===== config.mk =====
export PLATFORM = sky130hd
export DESIGN_NAME = if_stage
export DESIGN_NICKNAME = d
export VERILOG_FILES = /design/src/rtl/cpu_pkg.sv /design/src/rtl/pc_reg.sv /design/src/rtl/if_stage.sv
export SDC_FILE = /design/constraint.sdc
export NUM_CORES = 1
export LEC_CHECK = 0
export BUFFER_PORTS_ARGS = -buffer_cell sky130_fd_sc_hd__buf_2
export CORE_ASPECT_RATIO = 1.4
export CORE_MARGIN = 1.5
export CORE_UTILIZATION = 39
export CTS_CLUSTER_DIAMETER = 100
export DETAILED_ROUTE_END_ITERATION = 6
export GPL_ROUTABILITY_DRIVEN = 0
export GPL_TIMING_DRIVEN = 1
export HOLD_SLACK_MARGIN = 0.03
export PLACE_DENSITY = 0.71
export RECOVER_POWER = 100
export SYNTH_ARGS = -nofsm -noshare
export SYNTH_HDL_FRONTEND = slang
export SYNTH_SLANG_ARGS = --single-unit

===== constraint.sdc =====
create_clock -name clk_i -period 2.7 [get_ports clk_i]
set_input_delay 0.135 -clock clk_i [delete_from_list [all_inputs] [get_ports clk_i]]
set_output_delay 0.135 -clock clk_i [all_outputs]
set_load 0.01 [all_outputs]

===== src/rtl/cpu_pkg.sv =====
// Shared constants for the pipelined CPU: reset/bubble values, opcodes and the
// jump-target helper used by the fetch stage.
package cpu_pkg;

  localparam logic [31:0] RESET_PC = 32'h0000_0000;
  localparam logic [31:0] NOP_WORD = 32'h0000_0000;
  localparam logic [31:0] PC_INC   = 32'd4;

  localparam logic [5:0] OP_RTYPE = 6'h00;
  localparam logic [5:0] OP_ADDI  = 6'h08;
  localparam logic [5:0] OP_LW    = 6'h23;
  localparam logic [5:0] OP_SW    = 6'h2B;
  localparam logic [5:0] OP_BEQ   = 6'h04;
  localparam logic [5:0] OP_J     = 6'h02;

  // Pseudo-direct j addressing: upper nibble of PC+4, 26-bit word index.
  function automatic logic [31:0] jump_target(input logic [31:0] pc4,
                                              input logic [31:0] instr);
    return {pc4[31:28], instr[25:0], 2'b00};
  endfunction

endpackage


===== src/rtl/pc_reg.sv =====
// Program counter register with hold and next-PC selection
// (hold > jump > branch > sequential).
module pc_reg
  import cpu_pkg::*;
#(
  parameter logic [31:0] RESET_PC = cpu_pkg::RESET_PC
) (
  input  logic        clk_i,
  input  logic        rst_i,
  input  logic        hold_i,
  input  logic        jump_i,
  input  logic        branch_i,
  input  logic [31:0] jump_target_i,
  input  logic [31:0] branch_target_i,
  output logic [31:0] pc_o,
  output logic [31:0] pc_plus4_o
);

  logic [31:0] pc_q;
  logic [31:0] pc_next;

  always_comb begin
    pc_plus4_o = pc_q + PC_INC;
    pc_next    = pc_q;
    if (!hold_i) begin
      if (jump_i)
        pc_next = jump_target_i;
      else if (branch_i)
        pc_next = branch_target_i;
      else
        pc_next = pc_plus4_o;
    end
  end

  always_ff @(posedge clk_i or negedge rst_i) begin
    if (!rst_i)
      pc_q <= RESET_PC;
    else
      pc_q <= pc_next;
  end

  assign pc_o = pc_q;

endmodule


===== src/rtl/if_stage.sv =====
// Instruction fetch stage: PC register, IF/ID pipeline latch, and fetch/flush
// event counters.
module if_stage
  import cpu_pkg::*;
#(
  parameter logic [31:0] RESET_PC = cpu_pkg::RESET_PC,
  parameter logic [31:0] NOP_WORD = cpu_pkg::NOP_WORD
) (
  input  logic        clk_i,
  input  logic        rst_i,
  input  logic        start_i,
  input  logic        stall_i,
  input  logic        branch_taken_i,
  input  logic [31:0] branch_target_i,
  input  logic        jump_i,
  output logic [31:0] imem_addr_o,
  input  logic [31:0] imem_data_i,
  output logic [31:0] ifid_instr_o,
  output logic [5:0]  ifid_op_o,
  output logic [31:0] ifid_pc4_o,
  output logic        ifid_valid_o,
  output logic [31:0] fetch_cnt_o,
  output logic [15:0] flush_cnt_o
);

  logic [31:0] pc;
  logic [31:0] pc_plus4;
  logic        hold;
  logic        jump_q;
  logic        branch_q;
  logic        redirect;

  // A redirect sitting on a bubble is stale; only a real ID instruction may steer fetch.
  assign hold     = ~start_i | stall_i;
  assign jump_q   = jump_i & ifid_valid_o;
  assign branch_q = branch_taken_i & ifid_valid_o;
  assign redirect = jump_q | branch_q;

  pc_reg #(
    .RESET_PC (RESET_PC)
  ) u_pc_reg (
    .clk_i           (clk_i),
    .rst_i           (rst_i),
    .hold_i          (hold),
    .jump_i          (jump_q),
    .branch_i        (branch_q),
    .jump_target_i   (jump_target(ifid_pc4_o, ifid_instr_o)),
    .branch_target_i (branch_target_i),
    .pc_o            (pc),
    .pc_plus4_o      (pc_plus4)
  );

  assign imem_addr_o = pc;
  assign ifid_op_o   = ifid_instr_o[31:26];

  always_ff @(posedge clk_i or negedge rst_i) begin
    if (!rst_i) begin
      ifid_instr_o <= NOP_WORD;
      ifid_pc4_o   <= '0;
      ifid_valid_o <= 1'b0;
      fetch_cnt_o  <= '0;
      flush_cnt_o  <= '0;
    end else if (stall_i) begin
      ifid_instr_o <= ifid_instr_o;
    end else if (!start_i) begin
      ifid_instr_o <= NOP_WORD;
      ifid_valid_o <= 1'b0;
    end else if (redirect) begin
      // The wrong-path instruction becomes a bubble; pc4 is left as it was.
      ifid_instr_o <= NOP_WORD;
      ifid_valid_o <= 1'b0;
      if (flush_cnt_o != 16'hFFFF)
        flush_cnt_o <= flush_cnt_o + 16'd1;
    end else begin
      ifid_instr_o <= imem_data_i;
      ifid_pc4_o   <= pc_plus4;
      ifid_valid_o <= 1'b1;
      fetch_cnt_o  <= fetch_cnt_o + 32'd1;
    end
  end

endmodule


==> flow_metrics.tcl, run 1 <==
set metrics [dict create \
    grt_pass1_wl_mm 32.7 \
    reg2reg_depth 5 \
    critPathKind "flop to flop" \
    slew_headroom 0.194 \
    finalCritPeriodShare 0.872 \
    min_to "u_pc_reg.pc_o[1]" \
    place_area_mm2 0.00837 \
    first_pass_iters 4 \
    synth_nets 759 \
    slew_viol_final 0 \
    r2r-end "u_pc_reg.pc_o[25]" \
    yosys.area.top_type "dfrtp_1" \
    endpoint_kind "flop" \
    status "finished clean" \
    cts_resized 0 \
    cts_sinks 145 \
    drive_gt1_frac 0.138 \
    hold_viol_final 0 \
    port_buffers 220 \
    dpl.hpwl_mm 14.9 \
    synth-seq-area-share 0.517 \
    core_area_mm2 0.0175 \
    dp_cells 1113 \
    clock-skew-final_ns 0.0102 \
    num-fill-cells 1652 \
    fmax_ghz 0.425 \
    ir_drop_uv 464 \
    io-pin-count 221 \
    grt_antenna_before_repair 1 \
    yosys_warnings 0 \
    cts_made_buffers 17 \
    synth_area_leaders "dfrtp_1 (52%), xnor2_1 (5.9%), nand2_1 (5.0%)" \
    finalSetupViolations 0 \
    htree_levels 4 \
    wire_per_inst_um 17.5 \
    power_density_mw_per_mm2 761 \
    drtIter0Drc 554 \
    syn_avg_cell_area_um2 10.2 \
    clock_latency_ns 0.42 \
    hp-start "branch_target_i[1]" \
    drv_cap 0 \
    area_delta_synth_final_pct 30.3 \
    clock_path_buffers 2 \
    yosys-top-cells-count "dfrtp_1 (145), nand2_1 (93), nor2_1 (50)" \
    synth_most_common_cell "dfrtp_1" \
    worstSetupStartpointType "flop" \
    grt_max_degree 82 \
    p_comb_frac 0.210 \
    die_w_um 116 \
    async_flop_share 1.00 \
    synth_edf_count 0 \
    synthCells 686 \
    ant_nets 0 \
    cts_root_buf "clkbuf_16" \
    tightest_slew_ns 1.21 \
    p_int_mw 4.74 \
    dieArea_mm2 0.0188 \
    synthesis.area_mm2 0.00702 \
    finalPower_mw 6.96 \
    power.share.sequential 0.428 \
    r2r_setup_slack_ns 0.35 \
    setup_tns_ns 0 \
    worst-path-max-fanout 6 \
    die_h_um 162 \
    grt-ovfl-total 0 \
    start_util 0.402 \
    holdPathStages 3 \
    stdcell_area_mm2 0.00915 \
    vias 6337 \
    rsz0062_at_grt "false" \
    p_leak_nw 4.03 \
    placementRows 57 \
    p_sw_frac 0.320 \
    path_clk_slew_ns 0.06 \
    switching_power_mw 2.23 \
    synth_seq_cells 145 \
    totalWireLength_mm 20.8 \
    track_usage 0.226 \
    synthFlopType "dfrtp_1" \
    finalCriticalPeriod_ns 2.35 \
    route.detailed.drc 0 \
    timing.rr.start "u_pc_reg.pc_o[4]" \
    viasPerCell 5.35 \
    clockPowerShare 0.361 \
    synth.distinct_cells 61 \
    crit_arrival_ns 2.66 \
    final_cells 1185 \
    final_nets 1010 \
    cts_tree "done" \
    synth_top_area_frac 0.517 \
    hold_path.class "input pin to flop" \
    grt_pass1_vias 6210 \
    required_ns 3.00 \
]
## sequential cells by signal (all words and copies together), names as in the netlist
register,cells
flush_cnt_o,16
ifid_pc4_o,32
u_pc_reg.pc_o,32
ifid_valid_o,1
ifid_instr_o,32
fetch_cnt_o,32
## worst max path at each step
stage                        end        startpoint  cells past startpoint  slack, ns
2_1_floorplan  u_pc_reg.pc_o[23]  u_pc_reg.pc_o[5]                      5       0.75
3_3_place_gp   u_pc_reg.pc_o[30]  u_pc_reg.pc_o[2]                      6       0.69
3_5_place_dp   u_pc_reg.pc_o[30]  u_pc_reg.pc_o[2]                      6       0.60
4_1_cts           ifid_pc4_o[22]  u_pc_reg.pc_o[2]                      6       0.59
5_1_grt            ifid_pc4_o[5]      ifid_valid_o                      5       0.20
6_report       u_pc_reg.pc_o[25]  u_pc_reg.pc_o[4]                      5       0.35
## worst max-delay path, stage by stage (launching register included)
cell     delay (ns)
dfrtp_1        0.44
nand3_1        0.27
or4_1          0.72
nor4_1         0.48
o21ai_0        0.13
a22o_1         0.19
## repair_timing
item	4_1_cts	5_1_grt
setup buffers	0	0
hold buffers	41	0
endpoints found under the hold margin	119	0
## through the flow
| step | worst slack (ns) | hold WS [ns] | utilization |
|---|---|---|---|
| after floorplan | 0.749 | -0.161 | - |
| after global placement | 0.690 | 0.243 | 0.479 |
| after detailed placement | 0.603 | 0.251 | 0.479 |
| after CTS | 0.586 | 0.0314 | 0.538 |
| after global routing | 0.203 | 0.0590 | 0.524 |
| final | 0.346 | 0.0503 | 0.524 |
## per-layer routing
layer	share of wire	track usage	wire length [µm]	vias up
met4	0.043	0.121	892	0
met1	0.40	0.278	8340	3052
met5	0	0	0	-
met2	0.49	0.361	10100	254
met3	0.069	0.0597	1440	56
li1	-	-	-	2975
## cell type report
| cell class | instances | area [µm²] | share of cell area |
|---|---|---|---|
| Sequential cell | 145 | 3630 | 0.397 |
| Multi-Input combinational cell | 483 | 3100 | 0.338 |
| Clock inverter | 9 | 156 | 0.0171 |
| Inverter | 11 | 41.3 | 0.00451 |
| Clock buffer | 21 | 470 | 0.0514 |
| Antenna cell | 1 | 2.50 | 0.000273 |
| Tap cell | 236 | 295 | 0.0323 |
| Timing Repair Buffer | 279 | 1460 | 0.159 |
## cells in the final DEF, fill, tap and decap left out, drive strengths merged, types with 3 or more instances in the layout
cell type / n
mux2: 3
a222oi: 3
nor2b: 3
nor2: 50
buf: 82
a22oi: 12
xnor2: 47
clkinvlp: 3
nor4: 9
o21ai: 42
clkbuf: 177
nor3: 11
and2: 4
nand2: 93
xor2: 23
dlygate4sd3: 41
a221oi: 6
ha: 3
a221o: 6
a21oi: 14
a211oi: 3
bufinv: 4
nand4: 22
nand3: 28
and4: 7
inv: 11
and3: 13
a22o: 37
o22ai: 9
dfrtp: 145
## logic make-up (layout without fill, tap and decap cells)
| kind of cell | after synthesis | after routing | synth area share |
|---|---|---|---|
| fa+ha+maj | 3 | 3 | 0.00535 |
| buf+inv | 58 | 320 | 0.0387 |
| simple gates | 250 | 250 | 0.185 |
| flops | 145 | 145 | 0.517 |
| xor+xnor | 70 | 70 | 0.0873 |
| compound gates | 156 | 156 | 0.160 |
| mux | 4 | 4 | 0.00624 |
| other cells | 0 | 1 | 0 |
## power by group through the flow
stage / Clock (mW) / Sequential [mW] / Combinational [mW]
after floorplan: 0 / 3.08 / 0.698
after global placement: 0 / 2.99 / 1.52
after detailed placement: 0 / 3.01 / 1.54
after CTS: 2.56 / 2.97 / 1.59
after global routing: 2.66 / 3.04 / 1.63
final: 2.52 / 2.98 / 1.46
(Power assumes the default switching activity.)
==> inputs of run 2 (changes only) <==
--- a/config.mk
+++ b/config.mk
@@ -14,7 +14,6 @@
 export GPL_ROUTABILITY_DRIVEN = 0
 export GPL_TIMING_DRIVEN = 1
 export HOLD_SLACK_MARGIN = 0.03
-export PLACE_DENSITY = 0.71
 export RECOVER_POWER = 100
 export SYNTH_ARGS = -nofsm -noshare
 export SYNTH_HDL_FRONTEND = slang
==> flow_metrics.tcl, run 2 (same netlist as run 1, synthesis figures left out) <==
set metrics [dict create \
    first_pass_iters 5 \
    dieArea_mm2 0.0188 \
    crit_arrival_ns 2.67 \
    hp-start "stall_i" \
    drtIter0Drc 411 \
    power.share.sequential 0.434 \
    endpoint_kind "flop" \
    finalCritPeriodShare 0.861 \
    grt_pass1_vias 6185 \
    io-pin-count 221 \
    grt_pass1_wl_mm 32.5 \
    required_ns 3.05 \
    holdPathStages 3 \
    power_density_mw_per_mm2 749 \
    ir_drop_uv 410 \
    slew_viol_final 63 \
    hold_path.class "input pin to flop" \
    cts_made_buffers 17 \
    diodes 0 \
    cts_tree "done" \
    layout_commonest_cell "clkbuf_1" \
    worstSetupStartpointType "flop" \
    cts_root_buf "clkbuf_16" \
    wire_per_inst_um 17.4 \
    rsz0062_at_grt "false" \
    violations "max-capacitance violations, max-slew violations" \
    critPathKind "flop to flop" \
    placementRows 57 \
    r2r_setup_slack_ns 0.38 \
    worst-path-max-fanout 7 \
    timing.rr.start "u_pc_reg.pc_o[2]" \
    cts_sinks 145 \
    p_sw_frac 0.331 \
    r2r-end "u_pc_reg.pc_o[23]" \
    holdBufCountCts 44 \
    clock_latency_ns 0.42 \
    setup_tns_ns 0 \
    dpl.hpwl_mm 14.8 \
    port_buffers 220 \
    track_usage 0.224 \
    grt_antenna_before_repair 1 \
    p_int_mw 4.59 \
    die_h_um 162 \
    ant_nets 0 \
    hold_viol_final 0 \
    post_cts_buffers 0 \
    finalCriticalPeriod_ns 2.32 \
    totalWireLength_mm 20.7 \
    cts_resized 0 \
    clock_path_buffers 2 \
    clock-skew-final_ns 0.0104 \
    finalSetupViolations 0 \
    drv_cap 1 \
    grt-ovfl-total 0 \
    setup_ws_ns 0.375 \
    p_leak_nw 4.04 \
    p_comb_frac 0.216 \
    htree_levels 4 \
    hold_slack_ns 0.0439 \
    grt_max_degree 64 \
    slew_headroom -0.0658 \
    min_to "ifid_valid_o" \
    path_clk_slew_ns 0.06 \
    switching_power_mw 2.27 \
    die_w_um 116 \
    layout_common_cells "clkbuf_1 (154), dfrtp_1 (145), nand2_1 (92), buf_2 (69), nor2_1 (49)" \
    route.detailed.drc 0 \
    viasPerCell 5.25 \
    clockPowerShare 0.350 \
    area_delta_synth_final_pct 30.5 \
    start_util 0.402 \
    dp_slack_ns 0.599 \
    reg2reg_depth 5 \
    final_nets 1013 \
    core_area_mm2 0.0175 \
    vias 6243 \
    tightest_slew_ns 1.60 \
    status "complete, but fails checks" \
    drive_gt1_frac 0.142 \
    fmax_ghz 0.430 \
]
==> run 2: cell count changes in the layout (fill, tap and decap cells not counted), moves of 2 or more <==
cell and change:
inv_6 +2, dlygate4sd3_1 +3, nor2_2 -2, clkbuf_1 -2, buf_4 -3, clkbuf_2 +4, bufinv_16 -2
==> run 2: metrics by stage <==
step | std cells | utilization | power [mW] | area, µm²
2_1_floorplan | 686 | - | 3.78 | 7020
3_3_place_gp | 1113 | 0.478 | 4.54 | 8360
3_5_place_dp | 1113 | 0.478 | 4.55 | 8360
4_1_cts | 1189 | 0.538 | 7.03 | 9410
5_1_grt | 1189 | 0.524 | 7.24 | 9160
6_report | 1189 | 0.524 | 6.86 | 9160
==> run 2: how the worst max path moves through the flow <==
stage | start | to | depth (start not counted)
6_report | u_pc_reg.pc_o[2] | u_pc_reg.pc_o[23] | 5
5_1_grt | u_pc_reg.pc_o[4] | u_pc_reg.pc_o[23] | 5
4_1_cts | u_pc_reg.pc_o[2] | ifid_pc4_o[22] | 6
3_5_place_dp | u_pc_reg.pc_o[2] | ifid_pc4_o[22] | 6
3_3_place_gp | u_pc_reg.pc_o[2] | ifid_pc4_o[22] | 6
2_1_floorplan | u_pc_reg.pc_o[5] | u_pc_reg.pc_o[23] | 5
==> run 2: worst max-delay path, cell delays in order (launching register included) <==
cell and delay (ns):
dfrtp_1 0.45, nand3_1 0.27, nor4_4 0.59, nand3_1 0.37
o41ai_1 0.37, a22o_1 0.19
==> run 2: layout make-up <==
cell class                      instances  area [µm²]
Fill cell                            1708        8310
Sequential cell                       145        3630
Multi-Input combinational cell        483        3110
Timing Repair Buffer                  282        1480
Clock buffer                           21         480
Tap cell                              236         295
Clock inverter                         11         126
Inverter                               11        41.3
==> run 2: per-layer routing <==
metal / routed length (µm) / share of wire / GRT usage / vias to the layer above
met5: 12 / 0.00058 / 0 / -
met2: 10600 / 0.51 / 0.384 / 209
li1: - / - / - / 2972
met4: 361 / 0.017 / 0.0704 / 2
met1: 8420 / 0.41 / 0.273 / 3033
met3: 1300 / 0.063 / 0.0575 / 27
==> run 2: power groups by stage <==
stage | Clock (mW) | Combinational [mW] | Sequential (mW)
2_1_floorplan | 0 | 0.698 | 3.08
3_3_place_gp | 0 | 1.55 | 2.99
3_5_place_dp | 0 | 1.55 | 3.00
4_1_cts | 2.45 | 1.61 | 2.97
5_1_grt | 2.55 | 1.65 | 3.04
6_report | 2.40 | 1.48 | 2.98
